File: config.mk
export PLATFORM = sky130hd
export DESIGN_NAME = serial_adder
export DESIGN_NICKNAME = d
export VERILOG_FILES = /design/src/rtl/serial_adder.sv
export SDC_FILE = /design/constraint.sdc
export NUM_CORES = 1
export LEC_CHECK = 0
export ABC_CLOCK_PERIOD_IN_PS = 2600
export BUFFER_PORTS_ARGS = -buffer_cell sky130_fd_sc_hd__buf_2
export CAP_MARGIN = 10
export CORE_ASPECT_RATIO = 0.7
export CORE_MARGIN = 1.5
export CORE_UTILIZATION = 40
export CTS_CLUSTER_DIAMETER = 60
export DETAILED_ROUTE_END_ITERATION = 10
export PLACE_DENSITY = 0.6
export SYNTH_ARGS = -nofsm -noshare
export SYNTH_HDL_FRONTEND = slang
export SYNTH_SLANG_ARGS = --single-unit
File: constraint.sdc
create_clock -name clk -period 2.6 [get_ports clk]
set_input_delay 0.26 -clock clk [delete_from_list [all_inputs] [get_ports clk]]
set_output_delay 0.26 -clock clk [all_outputs]
set_load 0.01 [all_outputs]
File: src/rtl/serial_adder.sv
`default_nettype none
// ============================================================================
// Module      : serial_adder
// Description : Bit-serial adder/subtractor. Two WIDTH-bit operands are
//               accepted over a valid/ready handshake and then summed one bit
//               per clock, LSB first, through a single full-adder cell with a
//               registered carry. The WIDTH-bit result and carry-out are
//               presented over a second valid/ready handshake.
//
// Parameters  : WIDTH      operand/result width in bits, legal range 1..64
//
// Ports       : clk        rising-edge clock
//               rst_n      asynchronous active-low reset
//               in_valid   operands/mode valid
//               in_ready   block can accept operands (IDLE only)
//               a, b       operands
//               cin        carry-in for add; ignored when sub=1
//               sub        0: a+b+cin, 1: a-b (as a+~b+1)
//               out_valid  result valid (DONE only)
//               out_ready  downstream accepts result
//               sum        result, modulo 2^WIDTH
//               cout       carry out of bit WIDTH-1; for sub, 1 = no borrow
//               busy       high while bits are being processed
//               ovf        (SERIAL_ADDER_OVF_EN only) signed overflow flag
//
// Options     : `define SERIAL_ADDER_OVF_EN to add the ovf output.
//
// Revision    : 1.0  initial release
// ============================================================================
module serial_adder #(
  parameter int WIDTH = 8
) (
  input  logic             clk,
  input  logic             rst_n,
  input  logic             in_valid,
  output logic             in_ready,
  input  logic [WIDTH-1:0] a,
  input  logic [WIDTH-1:0] b,
  input  logic             cin,
  input  logic             sub,
  output logic             out_valid,
  input  logic             out_ready,
  output logic [WIDTH-1:0] sum,
  output logic             cout,
  output logic             busy
`ifdef SERIAL_ADDER_OVF_EN
  ,
  output logic             ovf
`endif
);

  // --------------------------------------------------------------------------
  // Constants
  // --------------------------------------------------------------------------
  // One spare counter bit so the count never wraps inside an operation, even
  // when WIDTH is a power of two.
  localparam int                 c_cnt_w    = $clog2(WIDTH) + 1;
  localparam logic [c_cnt_w-1:0] c_last_cnt = c_cnt_w'(WIDTH - 1);
  localparam logic [c_cnt_w-1:0] c_cnt_one  = c_cnt_w'(1);

  // --------------------------------------------------------------------------
  // State machine encoding
  // --------------------------------------------------------------------------
  typedef enum logic [1:0] {
    S_IDLE = 2'd0,
    S_RUN  = 2'd1,
    S_DONE = 2'd2
  } state_t;

  state_t r_state;
  state_t w_state_nxt;

  // --------------------------------------------------------------------------
  // Datapath registers
  // --------------------------------------------------------------------------
  logic [WIDTH-1:0]   r_a_sh;     // operand A, consumed from bit 0
  logic [WIDTH-1:0]   r_b_sh;     // operand B (already inverted for sub)
  logic [WIDTH-1:0]   r_res;      // partial result, filled from the MSB end
  logic               r_carry;    // carry into the bit currently processed
  logic [c_cnt_w-1:0] r_cnt;      // index of the bit currently processed
  logic [WIDTH-1:0]   r_sum;      // published result
  logic               r_cout;     // published carry-out

  // --------------------------------------------------------------------------
  // Combinational wires
  // --------------------------------------------------------------------------
  logic             w_accept;     // operand handshake completes this edge
  logic             w_step;       // one bit is processed this edge
  logic             w_last;       // this edge processes the final bit
  logic             w_s;          // full-adder sum bit
  logic             w_maj;        // full-adder carry out
  logic [WIDTH-1:0] w_res_nxt;    // partial result after this bit

  // --------------------------------------------------------------------------
  // One-bit full-adder cell
  // --------------------------------------------------------------------------
  assign w_s   = r_a_sh[0] ^ r_b_sh[0] ^ r_carry;
  assign w_maj = (r_a_sh[0] & r_b_sh[0]) |
                 (r_a_sh[0] & r_carry)   |
                 (r_b_sh[0] & r_carry);

  // The new bit enters at the MSB; after WIDTH steps bit 0 of the operands
  // has travelled down to bit 0 of the result. Written as shift/OR rather
  // than a part-select so the same expression is legal for WIDTH=1.
  assign w_res_nxt = (r_res >> 1) | (WIDTH'(w_s) << (WIDTH - 1));

  // --------------------------------------------------------------------------
  // FSM: state register
  // --------------------------------------------------------------------------
  always_ff @(posedge clk or negedge rst_n) begin
    if (!rst_n) begin
      r_state <= S_IDLE;
    end else begin
      r_state <= w_state_nxt;
    end
  end

  // --------------------------------------------------------------------------
  // FSM: next state and handshake outputs
  // --------------------------------------------------------------------------
  always_comb begin
    w_state_nxt = r_state;
    in_ready    = 1'b0;
    out_valid   = 1'b0;
    busy        = 1'b0;
    w_accept    = 1'b0;
    w_step      = 1'b0;
    w_last      = 1'b0;

    case (r_state)
      S_IDLE: begin
        in_ready = 1'b1;
        if (in_valid) begin
          w_accept    = 1'b1;
          w_state_nxt = S_RUN;
        end
      end

      S_RUN: begin
        busy   = 1'b1;
        w_step = 1'b1;
        if (r_cnt == c_last_cnt) begin
          w_last      = 1'b1;
          w_state_nxt = S_DONE;
        end
      end

      S_DONE: begin
        // Returning to IDLE only; a new operand cannot be taken on the same
        // edge as the result handshake.
        out_valid = 1'b1;
        if (out_ready) begin
          w_state_nxt = S_IDLE;
        end
      end

      default: begin
        w_state_nxt = S_IDLE;
      end
    endcase
  end

  // --------------------------------------------------------------------------
  // Datapath
  // --------------------------------------------------------------------------
  // Subtraction is folded into the add path: B is inverted at load time and
  // the initial carry forced to 1, giving a + ~b + 1. The result registers
  // are only written on the final step so sum/cout stay frozen through
  // RUN, DONE and the following IDLE.
  always_ff @(posedge clk or negedge rst_n) begin
    if (!rst_n) begin
      r_a_sh  <= '0;
      r_b_sh  <= '0;
      r_res   <= '0;
      r_carry <= 1'b0;
      r_cnt   <= '0;
      r_sum   <= '0;
      r_cout  <= 1'b0;
    end else if (w_accept) begin
      r_a_sh  <= a;
      r_b_sh  <= sub ? ~b : b;
      r_carry <= sub ? 1'b1 : cin;
      r_cnt   <= '0;
    end else if (w_step) begin
      r_a_sh  <= r_a_sh >> 1;
      r_b_sh  <= r_b_sh >> 1;
      r_res   <= w_res_nxt;
      r_carry <= w_maj;
      r_cnt   <= r_cnt + c_cnt_one;
      if (w_last) begin
        r_sum  <= w_res_nxt;
        r_cout <= w_maj;
      end
    end
  end

  assign sum  = r_sum;
  assign cout = r_cout;

`ifdef SERIAL_ADDER_OVF_EN
  // --------------------------------------------------------------------------
  // Signed overflow: on the final step r_carry is the carry into the MSB and
  // w_maj the carry out of it; they differ exactly when the two's-complement
  // result does not fit in WIDTH bits.
  // --------------------------------------------------------------------------
  logic r_ovf;

  always_ff @(posedge clk or negedge rst_n) begin
    if (!rst_n) begin
      r_ovf <= 1'b0;
    end else if (w_last) begin
      r_ovf <= r_carry ^ w_maj;
    end
  end

  assign ovf = r_ovf;
`endif

endmodule
`default_nettype wire
# After elaboration in Yosys (flattened, before gate mapping)
# Index checks and enable logic that the tools add are counted.
[word_totals]
reg_bits = 40
latch_bits = 0
ramBits = 0
romBits = 0
out_inout_bits = 12
word_cells = 51
mem_count = 0
[classes]
add_sub_neg = 1
multipliers = 0
div = 0
magnitude_cmp = 0
n_eq_ne = 6
shifts = 0
n_mux = 21
bitwise = 10
n_reduce_logical = 5
[ops]
columns = ["operator", "count"]
rows = [
  ["two-way mux 8 bit", 5],
  ["two-way mux 1 bit", 10],
  ["two-way mux 4 bit", 2],
  ["NOT 8 bit", 1],
  ["bitwise OR 7 x 8 -> 8 bit", 1],
  ["two-way mux 2 bit", 3],
  ["inequality test 2 bit (second input constant)", 3],
  ["case mux 2 bit (3 select lines)", 1],
  ["AND reduction 3 bit", 2],
  ["adder 4 x 1 -> 4 bit (second input constant)", 1],
  ["== test 4 x 3 -> 1 bit (second input constant)", 1],
  ["AND 1 bit", 3],
  ["== test 2 x 1 -> 1 bit (second input constant)", 1],
  ["== test 2 bit (second input constant)", 1],
  ["logical NOT 2 bit", 1],
  ["bitwise OR 1 bit", 2],
  ["AND reduction 2 bit", 1],
  ["nonzero test 2 bit", 1],
  ["bitwise XOR 1 bit", 2],
  ["NOT 1 bit", 1],
]

# Logic depth before layout (Yosys ltp)
# Gate-level depths: netlist of the first run.
[logic_depth]
word_depth = 5
depth_mapped = 6

# Least setup slack after synthesis of the first run
# No wires, ideal clock.
[synth_timing]
path_kind = "register to register"
startpoint = "reg r_cnt[0]"
endpoint = "reg r_cout (netlist: cout)"
arrival_ps = 1287
t_required_ps = 2475
path_slack_ps = 1189
stages_incl_launch_ff = 6
path_cell_list = "dfrtp_1 -> ha_1 -> nand3b_1 -> nor3b_2 -> buf_6 -> mux2_2"
[synth_between]
elab_chain_cells = 4
[synth_lines]
columns = ["item", "line_no", "rtl"]
rows = [
  ["start: declaration", "80", "logic [c_cnt_w-1:0] r_cnt;"],
  ["start signal: assignment", "189", "r_cnt <= r_cnt + c_cnt_one;"],
  ["== test 4 x 3 -> 1 bit", "142", "if (r_cnt == c_last_cnt) begin"],
  ["two-way mux 1 bit", "142", ""],
  ["two-way mux 1 bit", "130", "case (r_state)"],
  ["AND reduction 3 bit (no line)", "-", ""],
  ["end signal: assignment", "192", "r_cout <= w_maj;"],
  ["end: declaration", "82", "logic r_cout;"],
]
# No other way between the ends.
# A chain may end at the register's enable or synchronous reset.

# Worst setup path in the final report of the first run
[layout_timing]
startpoint = "reg r_state[1]"
endpoint = "out busy"
[layout_between]
elab_chain_cells = 2
[layout_lines]
columns = ["item", "line_no", "rtl"]
rows = [
  ["start: declaration", "70", "state_t r_state;"],
  ["start signal: assignment", "114", "r_state <= w_state_nxt;"],
  ["== test 2 x 1 -> 1 bit", "130", ""],
  ["two-way mux 1 bit", "130", ""],
  ["end: declaration", "45", "output logic busy"],
]
# No other way between the ends.

==> results of run 1 <==
## layout make-up
| cell class | instances | area (µm²) | area share, % |
|---|---|---|---|
| sequential | 39 | 976 | 47.9 |
| multi-input combinational | 121 | 708 | 34.8 |
| timing repair buffer | 35 | 180 | 8.85 |
| clock buffer | 6 | 82.6 | 4.06 |
| tap | 55 | 68.8 | 3.38 |
| inverter | 4 | 15.0 | 0.738 |
| clock inverter | 1 | 5.00 | 0.246 |
## logic make-up after synthesis
family          count (synthesis)  synth area share, %
mux                            10                 6.22
flops                          39                 54.5
simple gates                   68                 16.4
compound gates                 33                 11.2
buf+inv                        14                 5.87
xor+xnor                        8                 3.92
fa+ha+maj                       2                 1.82
## flip-flops by register name (all words and copies together) (netlist names)
| signal | flops |
|---|---|
| r_cnt | 4 |
| sum | 8 |
| r_state | 2 |
| r_res | 7 |
| cout | 1 |
| r_b_sh | 8 |
| r_a_sh | 8 |
| r_carry | 1 |
## power groups by stage
stage / clock network (mW) / logic [mW] / registers [mW]
2_1_floorplan: 0 / 0.664 / 1.09
3_3_place_gp: 0 / 0.877 / 1.10
3_5_place_dp: 0 / 0.888 / 1.10
4_1_cts: 0.416 / 0.890 / 1.09
5_1_grt: 0.442 / 1.01 / 1.14
6_report: 0.404 / 0.879 / 1.09
## cells in the final DEF (no fill, tap or decap), drive strengths merged
| cell type | netlist | layout |
|---|---|---|
| nand2 | 44 | 44 |
| dfrtp | 39 | 39 |
| buf | 10 | 35 |
| nor2 | 12 | 12 |
| o22ai | 11 | 11 |
| mux2 | 9 | 9 |
| a31oi | 9 | 9 |
| xor2 | 7 | 7 |
| a21oi | 6 | 6 |
| clkbuf | 0 | 6 |
| o21ai | 5 | 5 |
| nand3 | 4 | 4 |
| inv | 4 | 4 |
| nand2b | 2 | 2 |
| nor3b | 2 | 2 |
| nand3b | 1 | 1 |
| a21o | 1 | 1 |
| or3b | 1 | 1 |
| xnor2 | 1 | 1 |
| o32ai | 1 | 1 |
| nand4 | 1 | 1 |
| mux2i | 1 | 1 |
| and3b | 1 | 1 |
| fa | 1 | 1 |
| ha | 1 | 1 |
| clkinv | 0 | 1 |
## worst max path at each step
stage,from,end,slack [ps],depth (start not counted)
2_1_floorplan,r_cnt[0],cout,1190,5
3_3_place_gp,r_state[0],r_b_sh[7],1000,3
3_5_place_dp,r_state[0],r_a_sh[6],970,3
4_1_cts,r_state[1],busy,910,3
5_1_grt,r_state[0],r_a_sh[6],800,3
6_report,r_state[1],busy,920,3
## per-stage QoR
| stage | setup slack [ps] | power [mW] | instance area [µm²] |
|---|---|---|---|
| after floorplan | 1190 | 1.76 | 1790 |
| after global placement | 1000 | 1.98 | 1950 |
| after detailed placement | 974 | 1.99 | 1950 |
| after CTS | 908 | 2.40 | 2040 |
| after global routing | 801 | 2.59 | 2040 |
| final | 916 | 2.38 | 2040 |
## metal layers
metal	vias to the layer above	share of wire, %
met3	5	4.6
met2	24	41
met1	609	53
met4	0	1.1
li1	656	-
met5	-	0
## critical path: cells and delay by family (launching register included)
kind | cells | cell delay, ps
flops | 1 | 450
buf+inv | 2 | 490
simple gates | 1 | 190
==> summary.md, run 1 <==
| Metric | Value |
|---|---|
| Slowest stage cell, crit path | `dfrtp_1` |
| HPWL after DPL | `2.23 mm` |
| Detail Route Antenna Nets | `0` |
| Root buf cell | `clkbuf_8` |
| Core Region | `4330 µm²` |
| WP data required | `2340 ps` |
| Clk sink count | `39` |
| Fmax | `594 MHz` |
| Total negative slack | `0 ps` |
| CP cell instances | `nand2b_1, inv_2, buf_2` |
| Routability cong. | `0.737` |
| Layout cell share with drive strength beyond 1 | `26.2%` |
| Clock share of power | `17.0%` |
| Number of synthesized flops with an enable pin | `0` |
| Nets | `230` |
| Avg WL per Cell | `13.0 µm` |
| Top FF cell, synth | `dfrtp_1` |
| Final setup viols | `0` |
| Area share of the largest cell type after synthesis | `54.5%` |
| I/O pin count | `34` |
| Synth Instances | `174` |
| GR peak layer | `met2` |
| Fin Hold WS | `79.5 ps` |
| CTS tree | `yes` |
| Ranking of synthesized cells by area | `dfrtp_1 (55%), nand2_1 (9.2%), mux2_2 (5.7%)` |
| P_leak | `0.985 nW` |
| Max Cap Viol | `0` |
| Port buffer count | `33` |
| Routed wire length | `3.40 mm` |
| Sw Share | `37.4%` |
| Count of warnings emitted by yosys | `0` |
| Status | `finished, final reports clean` |
| Post-synth top cells | `nand2_1 (44), dfrtp_1 (39), nor2_1 (12)` |
| Routed vias/inst | `4.96` |
| Final core utilization | `47.0%` |
| Slew Limit Fails | `0` |
| Post-CTS sizing | `0` |
| Grt met3 use | `4.07%` |
| Rel. slew slack | `43.1%` |
| Seq pwr share | `46.0%` |
| DR DRC count | `0` |
| RSZ-0062 raised after global routing | `false` |
| Post-CTS Setup Bufs | `0` |
| Pwr dens | `1170 nW/µm²` |
| Synth area leader | `dfrtp_1` |
| Logic pwr share | `37.0%` |
| Routed vias | `1294` |
| DP Cell Count | `254` |
| Met1 Track Usage GR | `21.6%` |
| Most common cell in the netlist | `nand2_1` |
| Syn nets | `198` |
| Row Count | `20` |
| Post-synthesis sequential area ratio | `54.5%` |
| M2 GR Usage | `22.3%` |
| Die height | `59.0 µm` |
| Worst Tran Pin Value | `854 ps` |
| Crit path launch type | `flop` |
| DR iter-0 viols | `52` |
| CTS Buffer Depth | `2` |
| Mean area per synthesized cell | `10.3 µm²` |
| DIE AREA | `4890 µm²` |
| Antenna violations before repair | `0` |
| Minimum clock period | `1680 ps` |
| Post-CTS Hold Buffers | `0` |
| WS Path Type | `flop to output pin` |
| Die Wd | `82.9 µm` |
| Global-route wire length before repair | `5.71 mm` |
| VDD IR-drop max | `0.447 mV` |
| ANT cells | `0` |
| H-Tree Depth | `2` |
| Setup Skew | `9.31 ps` |
| Element type at the critical path end | `output pin` |
| TritonCTS buffer count | `5` |
| Netlist Area Pre-Place | `1790 µm²` |
| HP Class | `input pin to asynchronous set/reset pin` |
| Sw Pwr | `889 µW` |
| Synth async-reset ratio | `100%` |
| Fillers | `435` |
| Total GRT Usage | `15.2%` |
| Final period util | `64.8%` |
| Final Hold Fails | `0` |
| Flop2flop setup slack | `950 ps` |
| Worst-skew pair later-pin latency | `280 ps` |
| Worst r2r src | `r_state[0]` |
| Grt ovf | `0` |
| TritonRoute pass-1 iters | `4` |
| Pint | `1.49 mW` |
| Initial core utilization | `41.3%` |
| Clk slew on worst S/H paths | `70 ps` |
| R2R depth | `3` |
| Final Non-Filler Cells | `261` |
| CP Max Fanout | `19` |
| Largest net degree at the start of global routing | `40` |
| CP arrival | `1420 ps` |
| Critical Path Max Stage Delay | `450 ps` |
| Vias in the first global route | `1196` |
| Syn-to-layout area delta | `13.8%` |
| Synth unique cells | `30` |
| Reg2reg end | `r_a_sh[6]` |
| Seq cells post-synth | `39` |
Note: power is estimated with default switching activity, not from simulation.
==> run 2, diff against run 1 <==
--- a/config.mk
+++ b/config.mk
@@ -5,7 +5,8 @@
 export SDC_FILE = /design/constraint.sdc
 export NUM_CORES = 1
 export LEC_CHECK = 0
-export ABC_CLOCK_PERIOD_IN_PS = 2600
+export ABC_AREA = 1
+export ABC_CLOCK_PERIOD_IN_PS = 1450
 export BUFFER_PORTS_ARGS = -buffer_cell sky130_fd_sc_hd__buf_2
 export CAP_MARGIN = 10
 export CORE_ASPECT_RATIO = 0.7
@@ -13,7 +14,7 @@
 export CORE_UTILIZATION = 40
 export CTS_CLUSTER_DIAMETER = 60
 export DETAILED_ROUTE_END_ITERATION = 10
-export PLACE_DENSITY = 0.6
+export PLACE_DENSITY = 0.62
 export SYNTH_ARGS = -nofsm -noshare
 export SYNTH_HDL_FRONTEND = slang
 export SYNTH_SLANG_ARGS = --single-unit
==> constraint.sdc (replaced) <==
create_clock -name clk -period 1.45 [get_ports clk]
set_input_delay 0.145 -clock clk [delete_from_list [all_inputs] [get_ports clk]]
set_output_delay 0.145 -clock clk [all_outputs]
set_load 0.01 [all_outputs]
==> summary.md, run 2 <==
| Metric | Value |
|---|---|
| Status | `finished, final reports clean (unchanged)` |
| CP Depth | `4 (was 3)` |
| Synth async-reset ratio | `100% (unchanged)` |
| Initial core utilization | `42.9% (was 41.3%)` |
| HPWL after DPL | `2.69 mm (was 2.23 mm)` |
| Sw Share | `39.6% (was 37.4%)` |
| Fmax | `726 MHz` |
| Clk slew on worst S/H paths | `70 ps (about the same)` |
| Crit path max-delay family | `flip-flops (was buffers and inverters)` |
| Syn-to-layout area delta | `17.0% (was 13.8%)` |
| Synth Instances | `239 (was 174)` |
| HP Class | `input pin to flop (was input pin to asynchronous set/reset pin)` |
| Synth unique cells | `21 (was 30)` |
| M2 GR Usage | `25.2% (was 22.3%)` |
| Logic pwr share | `39.8% (was 37.0%)` |
| Worst Tran Pin Value | `493 ps (was 854 ps)` |
| H-Tree Depth | `2 (unchanged)` |
| Sw Pwr | `1.67 mW (was 889 µW)` |
| WP data required | `1310 ps (was 2340 ps)` |
| Detail Route Antenna Nets | `0 (unchanged)` |
| Seq pwr share | `43.4% (was 46.0%)` |
| Ranking of synthesized cells by area | `dfrtp_1 (51%), nand2_1 (23%), inv_1 (5.3%) (was dfrtp_1 (55%), nand2_1 (9.2%), mux2_2 (5.7%))` |
| Setup Skew | `8.09 ps (was 9.31 ps)` |
| Pint | `2.54 mW (was 1.49 mW)` |
| Total GRT Usage | `17.0% (was 15.2%)` |
| CP endpoint | `busy (unchanged)` |
| RSZ-0062 raised after global routing | `true (was false)` |
| Rel. slew slack | `67.1% (was 43.1%)` |
| Routed vias | `1539 (was 1294)` |
| Count of warnings emitted by yosys | `0 (unchanged)` |
| Slew Limit Fails | `0 (unchanged)` |
| Netlist Area Pre-Place | `1910 µm² (was 1790 µm²)` |
| Synth area leader | `dfrtp_1 (unchanged)` |
| Met1 Track Usage GR | `24.8% (was 21.6%)` |
| I/O pin count | `34 (unchanged)` |
| Sequential cell area | `977 µm² (was 976 µm²)` |
| Vias in the first global route | `1393 (was 1196)` |
| Clk sink count | `39 (unchanged)` |
| Routed vias/inst | `4.59 (was 4.96)` |
| CP startpoint | `r_state[0] (was r_state[1])` |
| Clock share of power | `16.7% (was 17.0%)` |
| DIE AREA | `5210 µm² (was 4890 µm²)` |
| Critical Path Max Stage Delay | `440 ps (was 450 ps)` |
| Nets | `303 (was 230)` |
| Pre-CTS WS | `150 ps (was 974 ps)` |
| Grt ovf | `0 (unchanged)` |
| Minimum clock period | `1380 ps` |
| CP cell instances | `inv_2, nor2_4, buf_6, buf_2 (was nand2b_1, inv_2, buf_2)` |
| TritonRoute pass-1 iters | `4 (unchanged)` |
| Top FF cell, synth | `dfrtp_1 (unchanged)` |
| Number of synthesized flops with an enable pin | `0 (unchanged)` |
| Root buf cell | `clkbuf_8 (unchanged)` |
| Hold Path Origin | `out_ready` |
| Final setup margin | `72.2 ps (was 916 ps)` |
| CP arrival | `1230 ps (was 1420 ps)` |
| Antenna violations before repair | `0 (unchanged)` |
| Slowest stage cell, crit path | `dfrtp_2 (was dfrtp_1)` |
| Total negative slack | `0 ps (unchanged)` |
| Worst-skew pair later-pin latency | `290 ps (was 280 ps)` |
| Fillers | `453 (was 435)` |
| DR iter-0 viols | `55 (was 52)` |
| Area share of the largest cell type after synthesis | `51.0% (was 54.5%)` |
| Flop2flop setup slack | `130 ps (was 950 ps)` |
| Final period util | `95.0%` |
| Largest net degree at the start of global routing | `40 (unchanged)` |
| Routability cong. | `0.728 (was 0.737)` |
| DR DRC count | `0 (unchanged)` |
| Final Hold Fails | `0 (unchanged)` |
| Most common cell after layout, fill and taps aside | `nand2_1 (unchanged)` |
| WP buf/inv | `3 (was 2)` |
| Reg2reg end | `sum[2] (was r_a_sh[6])` |
| Die Wd | `85.7 µm (was 82.9 µm)` |
| Most frequent cells in the layout | `nand2_1 (115), dfrtp_1 (38), buf_2 (33) (was nand2_1 (44), dfrtp_1 (39), buf_2 (33))` |
| Global-route wire length before repair | `6.66 mm (was 5.71 mm)` |
| Most common cell in the netlist | `nand2_1 (unchanged)` |
| R2R depth | `6 (was 3)` |
| Avg WL per Cell | `11.6 µm (was 13.0 µm)` |
| VDD IR-drop max | `0.910 mV (was 0.447 mV)` |
| Mean area per synthesized cell | `8.00 µm² (was 10.3 µm²)` |
| Grt met3 use | `4.76% (was 4.07%)` |
| P_leak | `1.25 nW (was 0.985 nW)` |
| GR peak layer | `met2 (unchanged)` |
| TritonCTS buffer count | `5 (unchanged)` |
| CTS tree | `yes (unchanged)` |
| ANT cells | `0 (unchanged)` |
| Layout cell share with drive strength beyond 1 | `22.1% (was 26.2%)` |
| WS Path Type | `flop to output pin (unchanged)` |
| Element type at the critical path end | `output pin (unchanged)` |
| Core Region | `4450 µm² (was 4330 µm²)` |
| Worst r2r src | `r_cnt[0] (was r_state[0])` |
| Die height | `60.9 µm (was 59.0 µm)` |
| CP Max Fanout | `10 (was 19)` |
| Syn nets | `263 (was 198)` |
| Final core utilization | `50.3% (was 47.0%)` |
| Routed wire length | `3.87 mm (was 3.40 mm)` |
| Row Count | `20 (unchanged)` |
| Seq cells post-synth | `39 (unchanged)` |
| Footprint of the multi-input gates | `763 µm² (was 708 µm²)` |
| Max Cap Viol | `0 (unchanged)` |
| Port buffer count | `33 (unchanged)` |
| Pwr dens | `1880 nW/µm² (was 1170 nW/µm²)` |
| CTS Buffer Depth | `2 (unchanged)` |
| Final setup viols | `0 (unchanged)` |
| Post-synthesis sequential area ratio | `51.0% (was 54.5%)` |
| Crit path launch type | `flop (unchanged)` |
| Post-synth top cells | `nand2_1 (115), dfrtp_1 (39), inv_1 (27) (was nand2_1 (44), dfrtp_1 (39), nor2_1 (12))` |
[run 2: changes by cell type after synthesis, moves of 6 or more]
cell     delta
mux2_2      -9
o21ai_2     +7
xor2_1      -6
nand2_1    +71
nor2_1      -9
a31oi_1     -9
inv_1      +24
o22ai_1    -11
nand3_1     +6
o21ai_0     +9
a21oi_1     -6
[run 2: cell families after synthesis]
logic type,count (synthesis),synth area share [%]
XOR/XNOR,2,0.916
flip-flops,39,51.0
adder cells (fa/ha/maj),2,1.70
buffers and inverters,37,9.09
AO/OA/AOI/OAI,23,7.85
AND/OR/NAND/NOR,136,29.4
[run 2: timing repair]
item,CTS,global route
hold buffers,1,0
gates resized for setup,1,1
setup endpoints to repair,1,5
setup buffers,0,1
endpoints found under the hold margin,39,0
[run 2: how the worst min path moves through the flow]
stage | to | slack [ps] | cells after the start
after floorplan | cout | -150 | 0
after global placement | sum[5] | 230 | 2
after detailed placement | cout | 230 | 2
after CTS | r_a_sh[0] | 60 | 3
after global routing | r_state[1] | 60 | 2
final | r_state[1] | 60 | 2
[run 2: through the flow]
| stage | area (µm²) | cells | total power [mW] | hold slack, ps |
|---|---|---|---|---|
| final | 2240 | 335 | 4.21 | 62.7 |
| after global routing | 2240 | 335 | 4.65 | 58.3 |
| after CTS | 2230 | 334 | 4.24 | 57.8 |
| after detailed placement | 2130 | 325 | 3.50 | 233 |
| after global placement | 2130 | 325 | 3.46 | 234 |
| after floorplan | 1910 | 239 | 3.01 | -151 |
[run 2: cell type report]
type / instances / area share, %
clock buffer: 6 / 3.24
clock inverter: 2 / 0.559
inverter: 28 / 4.70
multi-input combinational: 163 / 34.1
sequential: 39 / 43.7
tap: 55 / 3.07
timing repair buffer: 42 / 10.7
[run 2: routing by layer]
layer | up-vias | part of all wire, %
met5 | - | 0
met4 | 0 | 0.88
met3 | 5 | 4.0
met2 | 24 | 41
met1 | 705 | 54
li1 | 805 | -
[run 2: power by group through the flow]
stage                     sequential (mW)  combinational, mW  clock [mW]
after global routing                 1.90               1.96       0.784
after detailed placement             1.84               1.66           0
after global placement               1.84               1.62           0
after CTS                            1.83               1.68       0.725
final                                1.83               1.68       0.706
after floorplan                      1.84               1.17           0
